[src/rtl/product_display_ctrl.sv]
// Converts a signed 16-bit product to BCD with a one-bit-per-cycle double-dabble
// FSM and scans the sign plus a two-position digit window across a 4-digit display.
module product_display_ctrl #(
    parameter int REFRESH_DIV = 100000
) (
    input  logic               clk,
    input  logic               rst,
    input  logic signed [15:0] product,
    input  logic               load,
    input  logic               window,
    output logic               busy,
    output logic               ready,
    output logic [6:0]         seg,
    output logic [3:0]         an
);

    localparam int CW = (REFRESH_DIV > 2) ? $clog2(REFRESH_DIV) : 1;
    localparam logic [6:0] BLANK = 7'b1111111;
    localparam logic [6:0] MINUS = 7'b1111110;

    typedef enum logic [1:0] {IDLE, CONV, DONE} state_t;

    state_t        state;
    logic          neg_cap;
    logic [15:0]   mag;
    logic [19:0]   bcd;
    logic [19:0]   bcd_adj;
    logic [3:0]    iter;
    logic          neg;
    logic [3:0]    d0, d1, d2, d3, d4;
    logic [CW-1:0] scan_cnt;
    logic [1:0]    idx;
    logic [6:0]    seg_next;
    logic [3:0]    an_next;

    // -32768 has no positive 16-bit signed counterpart, so the result is unsigned.
    function automatic logic [15:0] magnitude(input logic signed [15:0] v);
        logic [15:0] u;
        u = $unsigned(v);
        return v[15] ? (~u + 16'd1) : u;
    endfunction

    function automatic logic [19:0] dabble_adjust(input logic [19:0] b);
        logic [19:0] r;
        r = b;
        for (int k = 0; k < 5; k++) begin
            if (r[4*k +: 4] >= 4'd5) r[4*k +: 4] = r[4*k +: 4] + 4'd3;
        end
        return r;
    endfunction

    function automatic logic [6:0] digit_code(input logic [3:0] d);
        case (d)
            4'd0:    digit_code = 7'b0000001;
            4'd1:    digit_code = 7'b1001111;
            4'd2:    digit_code = 7'b0010010;
            4'd3:    digit_code = 7'b0000110;
            4'd4:    digit_code = 7'b1001100;
            4'd5:    digit_code = 7'b0100100;
            4'd6:    digit_code = 7'b0100000;
            4'd7:    digit_code = 7'b0001111;
            4'd8:    digit_code = 7'b0000000;
            4'd9:    digit_code = 7'b0000100;
            default: digit_code = BLANK;
        endcase
    endfunction

    assign bcd_adj = dabble_adjust(bcd);

    always_ff @(posedge clk or posedge rst) begin
        if (rst) begin
            state   <= IDLE;
            busy    <= 1'b0;
            ready   <= 1'b0;
            neg_cap <= 1'b0;
            mag     <= '0;
            bcd     <= '0;
            iter    <= '0;
            neg     <= 1'b0;
            d0      <= '0;
            d1      <= '0;
            d2      <= '0;
            d3      <= '0;
            d4      <= '0;
        end else begin
            ready <= 1'b0;
            case (state)
                IDLE: begin
                    if (load) begin
                        neg_cap <= product[15];
                        mag     <= magnitude(product);
                        bcd     <= '0;
                        iter    <= '0;
                        busy    <= 1'b1;
                        state   <= CONV;
                    end
                end
                CONV: begin
                    bcd  <= {bcd_adj[18:0], mag[15]};
                    mag  <= {mag[14:0], 1'b0};
                    iter <= iter + 4'd1;
                    if (iter == 4'd15) state <= DONE;
                end
                DONE: begin
                    d0    <= bcd[3:0];
                    d1    <= bcd[7:4];
                    d2    <= bcd[11:8];
                    d3    <= bcd[15:12];
                    d4    <= bcd[19:16];
                    neg   <= neg_cap;
                    ready <= 1'b1;
                    busy  <= 1'b0;
                    state <= IDLE;
                end
                default: state <= IDLE;
            endcase
        end
    end

    // A digit is blanked when it and every more significant digit are zero.
    always_comb begin
        seg_next = BLANK;
        case (idx)
            2'd3: seg_next = (neg && (|{d4, d3, d2, d1, d0})) ? MINUS : BLANK;
            2'd2: seg_next = (!window && (|{d4, d3, d2})) ? digit_code(d2) : BLANK;
            2'd1: begin
                if (window) seg_next = (|d4) ? digit_code(d4) : BLANK;
                else        seg_next = (|{d4, d3, d2, d1}) ? digit_code(d1) : BLANK;
            end
            default: begin
                if (window) seg_next = (|{d4, d3}) ? digit_code(d3) : BLANK;
                else        seg_next = digit_code(d0);
            end
        endcase
        an_next = ~(4'b0001 << idx);
    end

    always_ff @(posedge clk or posedge rst) begin
        if (rst) begin
            scan_cnt <= '0;
            idx      <= '0;
            an       <= 4'b1110;
            seg      <= 7'b0000001;
        end else begin
            if (scan_cnt == CW'(REFRESH_DIV - 1)) begin
                scan_cnt <= '0;
                idx      <= idx + 2'd1;
            end else begin
                scan_cnt <= scan_cnt + CW'(1);
            end
            an  <= an_next;
            seg <= seg_next;
        end
    end

endmodule
[config.mk]
export PLATFORM = sky130hd
export DESIGN_NAME = product_display_ctrl
export DESIGN_NICKNAME = d
export VERILOG_FILES = /design/src/rtl/product_display_ctrl.sv
export SDC_FILE = /design/constraint.sdc
export NUM_CORES = 1
export LEC_CHECK = 0
export BUFFER_PORTS_ARGS = -buffer_cell sky130_fd_sc_hd__buf_2
export CORE_AREA = 3 3 100 102
export DETAILED_ROUTE_END_ITERATION = 8
export DIE_AREA = 0 0 103 105
export GPL_TIMING_DRIVEN = 0
export PLACE_DENSITY_LB_ADDON = 0.12
export SYNTH_ARGS = -nofsm -noshare
export SYNTH_HDL_FRONTEND = slang
export SYNTH_SLANG_ARGS = --single-unit
[constraint.sdc]
create_clock -name clk -period 3.9 [get_ports clk]
set_input_delay 0.39 -clock clk [delete_from_list [all_inputs] [get_ports clk]]
set_output_delay 0.39 -clock clk [all_outputs]
set_load 0.005 [all_outputs]
# Yosys cells after proc, flatten, opt, wreduce, memory -nomap -nowiden
# Memories as Yosys holds them, arrays and structs flattened.
# Cells that the tools add are included.
dict set report word_totals {
  mem_bits_ro 560
  reg_bits 96
  memories 5
  input_bits 20
  word_cells 90
}
dict set report op_classes {
  bitwise_logic 2
  mux 27
  n_reduce_logical 15
  eq_ne 9
  shifts 1
  addsub 9
  order_cmp 5
}
# name depth word_bits read_ports rd_ports_with_merged_regs wr line
set memory_table {}
lappend memory_table {{(name not given)} 16 7 1 0 0 53} ;# case (d)
lappend memory_table {{(name not given)} 16 7 1 0 0 53}
lappend memory_table {{(name not given)} 16 7 1 0 0 53}
lappend memory_table {{(name not given)} 16 7 1 0 0 53}
lappend memory_table {{(name not given)} 16 7 1 0 0 53}
# op count
set op_table {}
lappend op_table {{2-to-1 mux 7 bit} 6}
lappend op_table {{one-hot mux 20 bit (2 select lines)} 1}
lappend op_table {{2-to-1 mux 16 bit} 2}
lappend op_table {{one-hot mux 16 bit (2 select lines)} 1}
lappend op_table {{one-hot mux 7 bit (3 select lines)} 1}
lappend op_table {{>= comparator 4 x 3 -> 1 bit, second input constant} 5}
lappend op_table {{2-to-1 mux 20 bit} 1}
lappend op_table {{2-to-1 mux 4 bit} 5}
lappend op_table {{OR reduction 20 bit} 1}
lappend op_table {{adder 17 x 1 -> 17 bit, second input constant} 1}
lappend op_table {{== test 17 bit, second input constant} 1}
lappend op_table {{2-to-1 mux 17 bit} 1}
lappend op_table {{adder 16 x 1 -> 16 bit, second input constant} 1}
lappend op_table {{adder 4 x 2 -> 4 bit, second input constant} 4}
lappend op_table {{NOT 16 bit} 1}
lappend op_table {{OR reduction 16 bit} 1}
lappend op_table {{OR reduction 12 bit} 1}
lappend op_table {{one-hot mux 4 bit (2 select lines)} 1}
lappend op_table {{AND reduction 2 bit} 4}
lappend op_table {{OR reduction 8 bit} 1}
lappend op_table {{== test 2 bit, second input constant} 3}
lappend op_table {{adder 4 x 1 -> 4 bit, second input constant} 1}
lappend op_table {{== test 2 x 1 -> 1 bit, second input constant} 2}
lappend op_table {{== test 4 bit, second input constant} 1}
lappend op_table {{15 further kinds} 21}

# Longest topological paths before layout
dict set report depth {
  ltp_word 5
  ltp_mapped 7
  ltp_nobuf 7
}

# Worst setup path before layout
# OpenSTA, ideal clock, no wires.
dict set report synth_timing {
  kind {register -> register}
  startpoint {register d4[0]}
  endpoint {register seg[1]}
  setup_time_ps 119
  path_stages_with_launch 8
  synth_period_minus_slack_ps 1895
  arrival_ps 1776
  required_ps 3781
  slack_ps 2005
  path_cell_list {dfrtp_1 inv_1 ha_1 and4bb_2 a41oi_1 nand2_1 o221a_2 o21ba_2}
}
dict set report synth_via {
  elab_chain_len 4
  word_cells_on_any_way 13
  classes_between {mux (7); reduce/logical (5); memory (1)}
}
# item line
set synth_lines {}
lappend synth_lines {{from (decl)} 30} ;# logic [3:0] d0, d1, d2, d3, d4;
lappend synth_lines {{from (signal assigned)} 109} ;# d4 <= bcd[19:16];
lappend synth_lines {{memory read (16 x 7 bit) (tied with other cells)} --}
lappend synth_lines {{2-to-1 mux 7 bit (tied with other cells)} 127} ;# if (window) seg_next = (|d4) ? digit_code(d4) : BLANK;
lappend synth_lines {{2-to-1 mux 7 bit, on equally long branches} {127, 125, 131}}
lappend synth_lines {{one-hot mux 7 bit (3 select lines) (*)} 123} ;# case (idx)
lappend synth_lines {{named net seg_next[1]} 33} ;# logic [6:0] seg_next;
lappend synth_lines {{to (signal assigned)} 152} ;# seg <= seg_next;
lappend synth_lines {{to (decl)} 13} ;# output logic [6:0] seg,
# The timed path passes the listed nets; every way through them passes the cells marked *.
# A chain may end at the register's enable or synchronous reset.

# Worst setup path after layout
dict set report layout_timing {
  startpoint {register state[1]}
  endpoint {register mag[3]}
}
dict set report layout_via {
  elab_chain_len 3
  word_cells_on_any_way 6
  classes_between {eq/ne (2); mux (1); reduce/logical (3)}
}
# item line
set layout_lines {}
lappend layout_lines {{from (decl)} 23} ;# state_t state;
lappend layout_lines {{from (signal assigned)} 72} ;# state <= IDLE;
lappend layout_lines {{from (signal assigned)} 95} ;# state <= CONV;
lappend layout_lines {{from (signal assigned)} 102} ;# if (iter == 4'd15) state <= DONE;
lappend layout_lines {{== test 2 x 1 -> 1 bit or logical NOT 2 bit (tied branches)} 87} ;# case (state)
lappend layout_lines {{nonzero test 2 bit (no line) or != test 2 bit (tied branches)} --}
lappend layout_lines {{AND reduction 2 bit (no line)} --}
lappend layout_lines {{to (signal assigned)} 91} ;# mag <= magnitude(product);
lappend layout_lines {{to (signal assigned)} 100} ;# mag <= {mag[14:0], 1'b0};
lappend layout_lines {{to (decl)} 25} ;# logic [15:0] mag;
# Parallel ways exist; a longest one is shown, timed or not.

==> metrics.yaml <==
holdCritPathClass: "in2async"
n_fill_cell: 763
ys_types: 57
dieWidth_um: 103
cts_tree: "yes"
yosys-top-cells-area: "dfrtp_1, ha_1, o21ai_0"
relSlewSlack_pct: 47.34
cp.arrival_ns: 2.55
grt_setup_unrepaired: "false"
yosysTopAreaCellShare_pct: 40.46
path_class: "reg2reg"
via_per_inst: 5.879
synthAdderAreaFrac_pct: 9.235
finalSetupViolCount: 0
clock_skew_ns: 0.01194
floorplan.initialDensity_pct: 61.88
grt_use_total_pct: 23.99
postSynthAreaPerCell_um2: 9.283
io_pins: 33
postCtsHoldBufs: 0
rows: 35
numCtsBuffers: 9
synthArstFlopShare_pct: 100.0
cp-end-kind: "register"
cpPeakStageDelay_ns: 0.67
postSynthCellCount: 613
io_buffers: 30
slowest_stage: "nor3b_1"
p_per_area_nw_per_um2: 582.8
synth_compound_area_share_pct: 18.40
rr_worst_depth: 5
htree_levels: 3
irDropWorstVdd_uv: 311.9
required_ns: 4.12
syn_to_final_growth_pct: 8.641
coreArea_um2: 9196
clock_latency_ns: 0.36
post-cts-setup-buffer-count: 0
dp_slack_ns: 1.529
synth_area_um2: 5690
synth_edf_count: 0
wl_per_cell_um: 15.60
die_h_um: 105
setup_tns_ns: 0
fin_nets: 717
start_kind: "register"
crit_cells: 5
tightest_slew_ns: 0.7881
crit_family: "simple AND/OR/NAND/NOR gates"
cp_max_fo: 10
crit_chain: "nor3b_1 > nor2_1 > clkbuf_1 > a22oi_1 > o21ai_0"
yosys.area_share.simple_pct: 17.30
drtAntennaViolNets: 0
cts.repair.resized: 0
synth.largest_area_cell: "dfrtp_1"
maxCapViolCount: 0
grt_pass1_vias: 4535
syn-num-nets: 675
synth_seq_cells: 96
status: "complete, no violations"
grt_pass1_wl_mm: 20.94
fin_ws_ns: 1.573
grt_max_degree: 50
layout-drive-gt1-share_pct: 11.67
root_buffer: "clkbuf_8"
hpwl_mm: 9.079
synth.most_common_cell: "dfrtp_1"
synth_top_family_by_area: "compound AO/OA/AOI/OAI gates"
antenna_found_initial: 0
die_area_um2: 10820
vias: 4533
clk_pin_slew_ns: 0.10
yosysWarnings: 0
fmax_mhz: 429.7
leakagePower_nw: 2.703
fin_crit_sh_pct: 59.67
dominantRegCellSynth: "dfrtp_1"
yosys.area_share.xor_xnor_pct: 5.387
cts_buffer_depth: 2
hold_viol: 0
final_max_slew_viol_count: 0
crit_buf_inv: 1
synth_commonest_cells: "dfrtp_1, o21ai_0, nand2_1, nor2_1, ha_1"
dr.pass1.iters: 4
fin_hold_ws_ns: 0.08722
period_minus_slack_ns: 2.327
finalWirelength_mm: 12.03
ys_seq_area_share_pct: 42.30
drt_iter0_markers: 186
synthMuxAreaShare_pct: 3.056
cts_sinks: 96
diodes: 0
drcViolationCount: 0
gp_congestion: 0.8938
grt.overflow.total: 0
-- registers in the layout, indices dropped and copies added, names as in the netlist --
signal and count:
bcd 20, scan_cnt 17, mag 16, seg 7, an 4, d0 4, d1 4, d2 4
d3 4, d4 4, iter 4, idx 2, state 2, busy 1, neg 1, neg_cap 1
ready 1
-- kinds of logic (layout without fill, tap and decap cells) --
| logic type | after synthesis | after routing |
|---|---|---|
| fa+ha+maj | 42 | 42 |
| flops | 96 | 96 |
| mux | 16 | 16 |
| simple gates | 191 | 191 |
| compound gates | 169 | 169 |
| xor+xnor | 35 | 35 |
| buf+inv | 64 | 111 |
-- through the flow --
stage / cells / total power (W) / utilization [%] / cell area [um^2]
global route: 771 / 0.003923 / 67.22 / 6182
floorplan: 613 / 0.002605 / - / 5690
detailed placement: 755 / 0.003018 / 65.35 / 6010
CTS: 771 / 0.003610 / 67.22 / 6182
global placement: 754 / 0.002937 / 65.02 / 5979
finish: 771 / 0.003603 / 67.22 / 6182
-- area by class of cell --
| class | instances | area [um^2] | area share (%) |
|---|---|---|---|
| plain buffers | 28 | 110.1 | 1.781 |
| clock buffers | 11 | 131.4 | 2.125 |
| clock inverters | 5 | 41.29 | 0.6679 |
| inverters | 36 | 137.6 | 2.226 |
| multi-input cells | 453 | 3038 | 49.14 |
| flip-flops and latches | 96 | 2407 | 38.94 |
| well taps | 111 | 138.9 | 2.247 |
| repair buffers | 31 | 177.7 | 2.874 |
-- power breakdown --
part | switching (W) | internal (W) | leakage, nW
clock network | 0.000357 | 0.000237 | 0.0801
logic | 0.000878 | 0.000619 | 1.44
registers | 0.000239 | 0.00127 | 1.19
total | 0.00147 | 0.00213 | 2.70
-- worst paths after layout --
path,from,endpoint,slack (ns)
worst max-delay path,state[1],mag[3],1.57
worst min-delay path,rst,scan_cnt[12],0.09
worst max register to register,state[1],mag[3],1.57
worst min register to register,scan_cnt[0],scan_cnt[0],0.49
max in group asynchronous,rst,d0[0],3.17
min in group clk,load,busy,0.32
-- placed cells by master (no fill, tap or decap), drive strengths merged, types with 3 or more instances in the layout --
cell and instances:
or2 6, a32o 5, o22ai 8, buf 35
mux2 11, nor3 9, nand3 15, nor3b 10
o221ai 5, a21oi 41, o21ai 60, o31ai 14
and3 4, nand4 6, a22oi 9, dfrtp 92
nor2b 11, xor2 18, nor4 3, ha 42
nor2 48, and2 3, nand2b 17, nand2 48
o32ai 4, a31oi 8, dfstp 4, clkbuf 35
xnor2 17, or4 4, inv 37, mux2i 5
-- worst reg2reg max path: stages (launching register included) --
cell and delay (ns):
dfrtp_1 0.42, nor3b_1 0.67, nor2_1 0.35, clkbuf_1 0.37, a22oi_1 0.25, o21ai_0 0.13
-- layer usage --
| layer | wire length [um] | share of wire, % | up-vias | GRT usage (%) |
|---|---|---|---|---|
| met2 | 5886 | 49 | 97 | 39.96 |
| li1 | - | - | 2247 | - |
| met1 | 5487 | 46 | 2163 | 31.39 |
| met3 | 350 | 2.9 | 26 | 3.672 |
| met4 | 302 | 2.5 | 0 | 8.418 |
| met5 | 0 | 0 | - | 0 |
(Power assumes the default switching activity.)
